**config.mk**
```make
export PLATFORM = sky130hd
export DESIGN_NAME = prog_loader
export DESIGN_NICKNAME = d
export VERILOG_FILES = /design/src/rtl/prog_loader_pkg.sv /design/src/rtl/prog_loader.sv
export SDC_FILE = /design/constraint.sdc
export NUM_CORES = 1
export LEC_CHECK = 0
export ABC_AREA = 1
export CORE_MARGIN = 4
export CORE_UTILIZATION = 51
export CTS_CLUSTER_SIZE = 16
export DETAILED_ROUTE_END_ITERATION = 10
export PLACE_DENSITY = 0.87
export SLEW_MARGIN = 20
export SYNTH_ARGS = -nofsm -noshare
export SYNTH_HDL_FRONTEND = slang
export SYNTH_SLANG_ARGS = --single-unit
```
**constraint.sdc**
```tcl
create_clock -name clk -period 1.4 [get_ports clk]
set_input_delay 0.35 -clock clk [delete_from_list [all_inputs] [get_ports clk]]
set_output_delay 0.35 -clock clk [all_outputs]
set_load 0.02 [all_outputs]
```
**src/rtl/prog_loader_pkg.sv**
```systemverilog
// prog_loader_pkg -- shared definitions for the boot-image loader.
//   state_e            : loader FSM states
//   SYNC_BYTE_DEFAULT  : default start-of-image marker
//   INSTR_W            : instruction word width (matches core ir)
`timescale 1ns/1ps
package prog_loader_pkg;

  localparam logic [7:0] SYNC_BYTE_DEFAULT = 8'hA5;
  localparam int         INSTR_W           = 16;

  typedef enum logic [2:0] {
    IDLE,
    LEN,
    HI,
    LO,
    WR,
    CHK,
    DONE,
    ERR
  } state_e;

endpackage

```
**src/rtl/prog_loader.sv**
```systemverilog
// prog_loader -- receives a byte-stream program image and writes it into the
// core instruction memory, then releases the core.
//
// Image format: SYNC_BYTE, length N (0 = 256 words), N x {hi, lo} bytes,
// optionally followed by an XOR checksum byte.
//
// Build option: define PROG_LOADER_CHECKSUM_EN to require and verify the
// trailing checksum byte (mismatch raises load_err). Without it the image
// ends after the last word and load_err is tied low.
//
// Ports:
//   clk, rst_n          rising-edge clock, async active-low reset
//   rx_data, rx_valid   incoming byte stream
//   rx_ready            byte accepted when rx_valid && rx_ready at clk rise
//   mem_we              one-cycle write strobe to instruction memory
//   mem_addr, mem_wdata write address / instruction word
//   core_run            high once a good image is loaded (low holds core pc)
//   load_err            last image rejected by checksum
`timescale 1ns/1ps
module prog_loader
  import prog_loader_pkg::*;
#(
  parameter logic [7:0] SYNC_BYTE = SYNC_BYTE_DEFAULT,
  parameter int         ADDR_W    = 8
) (
  input  logic               clk,
  input  logic               rst_n,
  input  logic [7:0]         rx_data,
  input  logic               rx_valid,
  output logic               rx_ready,
  output logic               mem_we,
  output logic [ADDR_W-1:0]  mem_addr,
  output logic [INSTR_W-1:0] mem_wdata,
  output logic               core_run,
  output logic               load_err
);

  // Length byte 0 means 256 words, but never more than the memory holds.
  localparam logic [8:0] FULL_LEN = (ADDR_W >= 8) ? 9'd256 : 9'(1 << ADDR_W);

  state_e               state_q, state_d;
  logic [ADDR_W-1:0]    addr_q, addr_d;
  logic [INSTR_W-1:0]   wdata_q, wdata_d;
  logic [8:0]           remain_q, remain_d;
`ifdef PROG_LOADER_CHECKSUM_EN
  logic [7:0]           csum_q, csum_d;
`endif
  logic                 fire;

  assign rx_ready  = (state_q != WR);
  assign fire      = rx_valid && rx_ready;
  assign mem_we    = (state_q == WR);
  assign mem_addr  = addr_q;
  assign mem_wdata = wdata_q;
  assign core_run  = (state_q == DONE);
`ifdef PROG_LOADER_CHECKSUM_EN
  assign load_err  = (state_q == ERR);
`else
  assign load_err  = 1'b0;
`endif

  always_ff @(posedge clk or negedge rst_n) begin
    if (!rst_n) begin
      state_q  <= IDLE;
      addr_q   <= '0;
      wdata_q  <= '0;
      remain_q <= '0;
`ifdef PROG_LOADER_CHECKSUM_EN
      csum_q   <= '0;
`endif
    end else begin
      state_q  <= state_d;
      addr_q   <= addr_d;
      wdata_q  <= wdata_d;
      remain_q <= remain_d;
`ifdef PROG_LOADER_CHECKSUM_EN
      csum_q   <= csum_d;
`endif
    end
  end

  always_comb begin
    state_d  = state_q;
    addr_d   = addr_q;
    wdata_d  = wdata_q;
    remain_d = remain_q;
`ifdef PROG_LOADER_CHECKSUM_EN
    csum_d   = csum_q;
`endif
    unique case (state_q)
      // Outside an image only the marker matters; everything else is dropped.
      IDLE, DONE, ERR: begin
        if (fire && (rx_data == SYNC_BYTE)) begin
          state_d = LEN;
          addr_d  = '0;
`ifdef PROG_LOADER_CHECKSUM_EN
          csum_d  = '0;
`endif
        end
      end
      LEN: begin
        if (fire) begin
          remain_d = (rx_data == 8'd0) ? FULL_LEN : {1'b0, rx_data};
`ifdef PROG_LOADER_CHECKSUM_EN
          csum_d   = rx_data;
`endif
          state_d  = HI;
        end
      end
      HI: begin
        if (fire) begin
          wdata_d[15:8] = rx_data;
`ifdef PROG_LOADER_CHECKSUM_EN
          csum_d        = csum_q ^ rx_data;
`endif
          state_d       = LO;
        end
      end
      LO: begin
        if (fire) begin
          wdata_d[7:0] = rx_data;
`ifdef PROG_LOADER_CHECKSUM_EN
          csum_d       = csum_q ^ rx_data;
`endif
          state_d      = WR;
        end
      end
      // Single write cycle; input is stalled so address/data stay stable.
      WR: begin
        addr_d   = addr_q + ADDR_W'(1);
        remain_d = remain_q - 9'd1;
        if (remain_q == 9'd1) begin
`ifdef PROG_LOADER_CHECKSUM_EN
          state_d = CHK;
`else
          state_d = DONE;
`endif
        end else begin
          state_d = HI;
        end
      end
`ifdef PROG_LOADER_CHECKSUM_EN
      CHK: begin
        if (fire) begin
          state_d = (rx_data == csum_q) ? DONE : ERR;
        end
      end
`endif
      default: state_d = IDLE;
    endcase
  end

endmodule

```
* After elaboration in Yosys (flattened, before gate mapping)
Cells that the tools add are included.
W data, S select, Z words.
** Operators by class
- Add/sub/neg operators :: 2
- Multipliers :: 0
- Divide/modulo/power cells :: 0
- Order comparisons :: 0
- Eq/ne operators :: 13
- Shifts and indexed selects :: 0
- Muxes and demuxes :: 11
- Bitwise gates (word level) :: 0
- Reductions and logical operators :: 12
** Operator list (number)
- $mux W9 :: 2
- $pmux W9 S2 :: 1
- $pmux W8 S2 :: 1
- $mux W3 :: 5
- $pmux W3 S5 :: 1
- $eq A3 B3 Y1 const B :: 3
- $eq A9 B1 Y1 const B :: 1
- $sub A9 B1 Y9 const B :: 1
- $add A8 B1 Y8 const B :: 1
- $eq A8 B8 Y1 const B :: 1
- $logic_not A8 Y1 :: 1
- $mux W8 :: 1
- $ne A2 B2 Y1 const B :: 4
- $reduce_and A2 Y1 :: 4
- $eq A3 B2 Y1 const B :: 2
- $reduce_and A4 Y1 :: 1
- $reduce_bool A2 Y1 :: 2
- $eq A3 B1 Y1 const B :: 1
- $logic_not A3 Y1 :: 1
- $ne A3 B3 Y1 const B :: 1
- $reduce_or A3 Y1 :: 1
- $logic_and A1 B1 Y1 :: 2
** Word-level totals
- Flip-flop bits (word level) :: 36
- Latch bits :: 0
- RAM bits :: 0
- Bits in read-only memories :: 0
- Input bits :: 11
- Output and inout port bits :: 28
- Word-level logic and storage cells :: 43
- Memories kept :: 0

* Depth between registers and ports, before layout
Gate-level depths: netlist of the first run.
- Depth after elaboration :: 5
- Gate-level depth with buffers :: 9
- Mapped depth without buffers :: 8

* Worst setup path before layout of the first run
No wires, ideal clock.
- Path kind :: reg-to-output
- Start :: register state_q[1]
- End :: output core_run
- Arrival time :: 1.026 ns
- Data required time :: 1.050 ns
- Slack :: 0.024 ns
- Stages on the path, launching flop included :: 4
- Buffers on the path :: 1
- Cell sequence :: dfrtp_1 buf_2 inv_2 nor3_1
** On the way
- Cells in the longest elaborated chain, start to end :: 1
** RTL lines
- start: declaration :: RTL line prog_loader.sv:41 : state_e state_q, state_d;
- start signal: assignment :: RTL line prog_loader.sv:72 : state_q <= state_d;
- $eq A3 B3 Y1 :: RTL line prog_loader.sv:55 : assign core_run = (state_q == DONE);
- end: declaration :: RTL line prog_loader.sv:34 : output logic core_run,
Every way passes these cells.

* Worst setup path in the final report of the first run
- Start :: register state_q[1]
- End :: output mem_we
** On the way
- Cells in the longest elaborated chain, start to end :: 1
** RTL lines
- $eq A3 B3 Y1 :: RTL line prog_loader.sv:52 : assign mem_we = (state_q == WR);
- end: declaration :: RTL line prog_loader.sv:31 : output logic mem_we,
Every way passes these cells.

==> flow_summary.json, run 1 <==
{
  "slowest_stage": "dfrtp_1",
  "drive_gt1_share_pct": 20.6,
  "synthTopCellsByArea": "dfrtp_1 47%, nand2_1 14%, nand3_1 8.6%, nor2_1 5.5%, inv_1 4.5%",
  "ys_types": 30,
  "start_util_pct": 52.4,
  "grt_use_met3_pct": 5.51,
  "grt_busiest_layer": "met2",
  "avgRoutedWirePerCell_um": 13.3,
  "insertion_delay_ps": 300,
  "critPathLaunchType": "flop",
  "antenna_found_initial": 0,
  "overflow": 0,
  "setup_violations": 7,
  "synthCells": 255,
  "fin_ws_ps": -64.0,
  "clock_skew_ps": 5.52,
  "cp_data_arrival_time_ps": 1110,
  "synth_area_per_cell_um2": 7.53,
  "synthesis.nets": 269,
  "cts_tree": "done",
  "yosysMostFrequentCell": "nand2_1",
  "pre_cts_ws_ps": -320,
  "synth.largest_area_cell": "dfrtp_1",
  "fp-row-count": 22,
  "synth.cell_area_mm2": 0.00192,
  "maxCapViolCount": 0,
  "cts_made_buffers": 5,
  "synth-async-reset-ratio_pct": 100,
  "die_h_um": 69.3,
  "finalCritPeriodShare_pct": 105,
  "met2_usage_pct": 34.4,
  "drcViolationCount": 0,
  "synth-seq-cells": 36,
  "grt_use_met1_pct": 28.0,
  "outcome": "finished, violations left",
  "first_global_vias": 1789,
  "synth_top_area_share_pct": 46.9,
  "hold_class": "primary input to async pin",
  "antenna_left": 0,
  "synth_ff_type": "dfrtp_1",
  "path_clk_slew_ps": 70,
  "diodes": 0,
  "layout-area-overhead-vs-synth_pct": 40.1,
  "cp_max_fo": 4,
  "layout_min_cycle_time_ps": 1460,
  "place.gp.congestion": 0.900,
  "post-dp-hpwl_um": 3500,
  "portBuffers": 37,
  "holdWs_ps": 418,
  "synth_common_cells": "72 x nand2_1, 36 x dfrtp_1, 33 x nand3_1",
  "track_usage_pct": 21.5,
  "die_x_um": 69.3,
  "rsz0062_at_grt": "yes",
  "p_leak_nw": 1.40,
  "drt_first_iter_violations": 182,
  "clock-sinks": 36,
  "p_per_area_mw_per_mm2": 2090,
  "max_freq_mhz": 683,
  "vias": 1932,
  "dieArea_mm2": 0.00481,
  "dp.cells": 363,
  "max_stage_delay_ps": 390,
  "grt_max_degree": 37,
  "cts.hold.buffers_added": 0,
  "cts-root-buf": "clkbuf_8",
  "via_per_inst": 5.17,
  "cp.required_ps": 1050,
  "yosysWarningCount": 0,
  "critPathKind": "flop to primary output",
  "reg2reg_slack_ps": -20,
  "cp_cell_sequence": "inv_2 > nand2_2 > nor2_4 > buf_6",
  "synth_edf_count": 0,
  "nets": 339,
  "failed_checks": "setup timing",
  "pin_count": 39,
  "clockBufferDepth": 2,
  "finalMaxSlewViolations": 0,
  "h-tree-depth": 2,
  "grt_pass1_wl_um": 8320,
  "peakVddDrop_mv": 1.07,
  "synth-seq-area-share_pct": 46.9,
  "final_cells": 374,
  "hold_viol": 0,
  "wl_um": 4960,
  "first_pass_iters": 4,
  "final_util_pct": 73.4,
  "end_kind": "primary output",
  "coreArea_mm2": 0.00366
}
-- placed cells by master, fill, tap and decap left out, types with 9 or more instances in the layout --
cell type,netlist,final
inv_1,23,23
nand2_1,72,71
o21ai_1,11,12
clkdlybuf4s50_1,0,9
nand3_1,33,32
dlygate4sd2_1,0,22
nor2_1,28,24
o21ai_0,12,11
dfrtp_1,36,36
buf_4,4,33
-- power breakdown --
group	internal (mW)	switching [mW]	total, mW
sequential	1.53	0.297	1.82
combinational	1.13	1.75	2.88
clock	0.527	0.394	0.921
-- sequential cells by signal (all words and copies together) (netlist names) --
signal     flops
state_q        3
mem_wdata     16
mem_addr       8
remain_q       9
-- kinds of logic after synthesis --
kind of cell | after synthesis | share of synthesized area [%]
simple gates | 147 | 33.6
flops | 36 | 46.9
buf+inv | 35 | 7.82
compound gates | 33 | 9.52
fa+ha+maj | 3 | 1.96
other cells | 1 | 0.195
-- cell type report --
class / count / area (µm²)
timing repair buffer: 71 / 607
inverter: 27 / 101
tap: 48 / 60.1
clock buffer: 5 / 68.8
multi-input combinational: 184 / 908
clock inverter: 3 / 42.5
sequential: 36 / 901
fill: 286 / 972
-- path summary, 6_finish.rpt --
kind | from | cells past startpoint | endpoint
max reg2reg | state_q[1] | 7 | remain_q[3]
min in group clk | mem_wdata[6] | 2 | mem_wdata[6]
min reg2reg | mem_wdata[6] | 2 | mem_wdata[6]
max in group asynchronous | rst_n | 2 | mem_addr[4]
min | rst_n | 2 | state_q[2]
max | state_q[1] | 4 | mem_we
-- metal layers --
layer | up-vias | wire length (µm)
met5 | - | 0
met4 | 0 | 125
met3 | 12 | 289
met2 | 63 | 2410
met1 | 892 | 2140
li1 | 965 | -
-- metrics by stage --
step | setup TNS, ps | area [µm²] | total power [mW]
CTS | -173 | 2680 | 5.60
finish | -218 | 2690 | 5.62
detailed placement | -7570 | 2560 | 4.85
floorplan | 0 | 1920 | 3.53
global route | -1930 | 2690 | 6.05
global placement | -7180 | 2560 | 4.72
-- repair_timing --
item / CTS / global route
cloned: 0 / 0
setup endpoints to repair: 33 / 25
gates resized for setup: 48 / 9
pin swaps: 4 / 2
buffers inserted: 3 / 0
-- critical path, delay by kind of cell (launching register included) --
family / cells / cell delay, ps
buf+inv: 2 / 220
flops: 1 / 390
simple gates: 2 / 190
Power figures use the tool's default switching activity.
==> inputs of run 2 (changes only) <==
==> constraint.sdc (replaced) <==
create_clock -name clk -period 1.4 [get_ports clk]
set_input_delay 0.35 -clock clk [delete_from_list [all_inputs] [get_ports clk]]
set_output_delay 0.35 -clock clk [all_outputs]
set_load 0.005 [all_outputs]
==> flow_summary.json, run 2 (synthesized netlist as in run 1, its figures left out) <==
{
  "die_x_um": 69.3,
  "failed_checks": "setup timing",
  "total_power_mw": 5.58,
  "via_per_inst": 5.42,
  "drcViolationCount": 0,
  "layout_min_cycle_time_ps": 1490,
  "nets": 351,
  "path_clk_slew_ps": 80,
  "first_pass_iters": 5,
  "pre_cts_ws_ps": -333,
  "cts_made_buffers": 5,
  "mostFrequentLayoutCell": "nand2_1",
  "wl_um": 5920,
  "grt_max_degree": 37,
  "pin_count": 39,
  "outcome": "finished, violations left",
  "dpl_cell_area_mm2": 0.00256,
  "drt_first_iter_violations": 156,
  "finalMaxSlewViolations": 0,
  "largest_register_ffs": 16,
  "end_kind": "primary output",
  "track_usage_pct": 22.8,
  "rsz0062_at_grt": "yes",
  "hold_viol": 0,
  "antenna_left": 0,
  "critPathKind": "flop to primary output",
  "final_cell_mix": "69 x nand2_1, 41 x buf_4, 36 x dfrtp_1, 27 x nand3_1, 26 x dlygate4sd2_1",
  "clock_skew_ps": 6.74,
  "final_cells": 386,
  "antenna_found_initial": 0,
  "p_per_area_mw_per_mm2": 1960,
  "drive_gt1_share_pct": 26.3,
  "max_freq_mhz": 669,
  "peakVddDrop_mv": 1.06,
  "cp_data_arrival_time_ps": 1140,
  "place.gp.congestion": 0.898,
  "coreArea_mm2": 0.00366,
  "regArea_um2": 901,
  "vias": 2091,
  "avgRoutedWirePerCell_um": 15.3,
  "fillers": 248,
  "max_stage_delay_ps": 370,
  "setup_violations": 14,
  "grt_pass1_wl_um": 8640,
  "p_leak_nw": 1.48,
  "slowest_stage": "dfrtp_1",
  "clockBufferDepth": 2,
  "dp.cells": 363,
  "fin_setup_tns_ps": -566,
  "insertion_delay_ps": 300,
  "portBuffers": 37,
  "fin_area_mm2": 0.00284,
  "diodes": 0,
  "cts-root-buf": "clkbuf_8",
  "post-dp-hpwl_um": 3740,
  "fin_ws_ps": -94.4,
  "cts.hold.buffers_added": 0,
  "h-tree-depth": 2,
  "start_util_pct": 52.4,
  "cp_cell_sequence": "inv_2 > buf_6 > nor3_4 > buf_2",
  "critPathLaunchType": "flop",
  "cp_max_fo": 4,
  "cp.required_ps": 1050,
  "cts_tree": "done",
  "finalCritPeriodShare_pct": 107,
  "hold_class": "primary input to async pin",
  "final_util_pct": 77.6,
  "first_global_vias": 1828,
  "fp-row-count": 22,
  "maxCapViolCount": 0,
  "layout-area-overhead-vs-synth_pct": 48.0,
  "clock-sinks": 36,
  "dieArea_mm2": 0.00481,
  "die_h_um": 69.3,
  "overflow": 0,
  "holdWs_ps": 420,
  "multi_input_area_um2": 986
}
[run 2: cell type report]
| type | instances | area share [%] |
|---|---|---|
| timing repair buffer | 83 | 24.8 |
| clock buffer | 5 | 2.42 |
| sequential | 36 | 31.7 |
| inverter | 27 | 3.57 |
| multi-input combinational | 184 | 34.7 |
| clock inverter | 3 | 0.661 |
| tap | 48 | 2.11 |
[run 2: path summary, 6_finish.rpt]
check | start | endpoint | slack [ps] | cells past startpoint
min | rst_n | mem_wdata[5] | 420 | 2
max reg2reg | state_q[0] | mem_addr[1] | -60 | 8
min reg2reg | mem_wdata[0] | mem_wdata[0] | 490 | 2
max in group asynchronous | rst_n | mem_addr[4] | 800 | 2
min in group clk | mem_wdata[0] | mem_wdata[0] | 490 | 2
max | state_q[1] | core_run | -90 | 4
[run 2: repair_timing]
item,4_1_cts,5_1_grt
pin swaps,5,7
setup endpoints to repair,35,25
gates resized for setup,44,26
gates cloned,0,0
setup buffers,14,2
[run 2: critical path, delay by kind of cell (launching register included)]
family	cells	cell delay [ps]
buffers and inverters	3	330
DFF	1	370
and+or+nand+nor	1	150
[run 2: power breakdown]
part	total [mW]	leakage (nW)	switching (mW)	internal [mW]
clock network	0.750	0.0479	0.403	0.347
logic	2.99	0.997	1.62	1.38
registers	1.84	0.438	0.310	1.53
total	5.58	1.48	2.33	3.25
[run 2: metal layers]
layer | wire (µm) | GRT usage, % | up-vias
li1 | - | - | 987
met1 | 2370 | 28.2 | 989
met2 | 3040 | 38.8 | 95
met3 | 344 | 5.36 | 20
met4 | 163 | 7.81 | 0
met5 | 0 | 0 | -
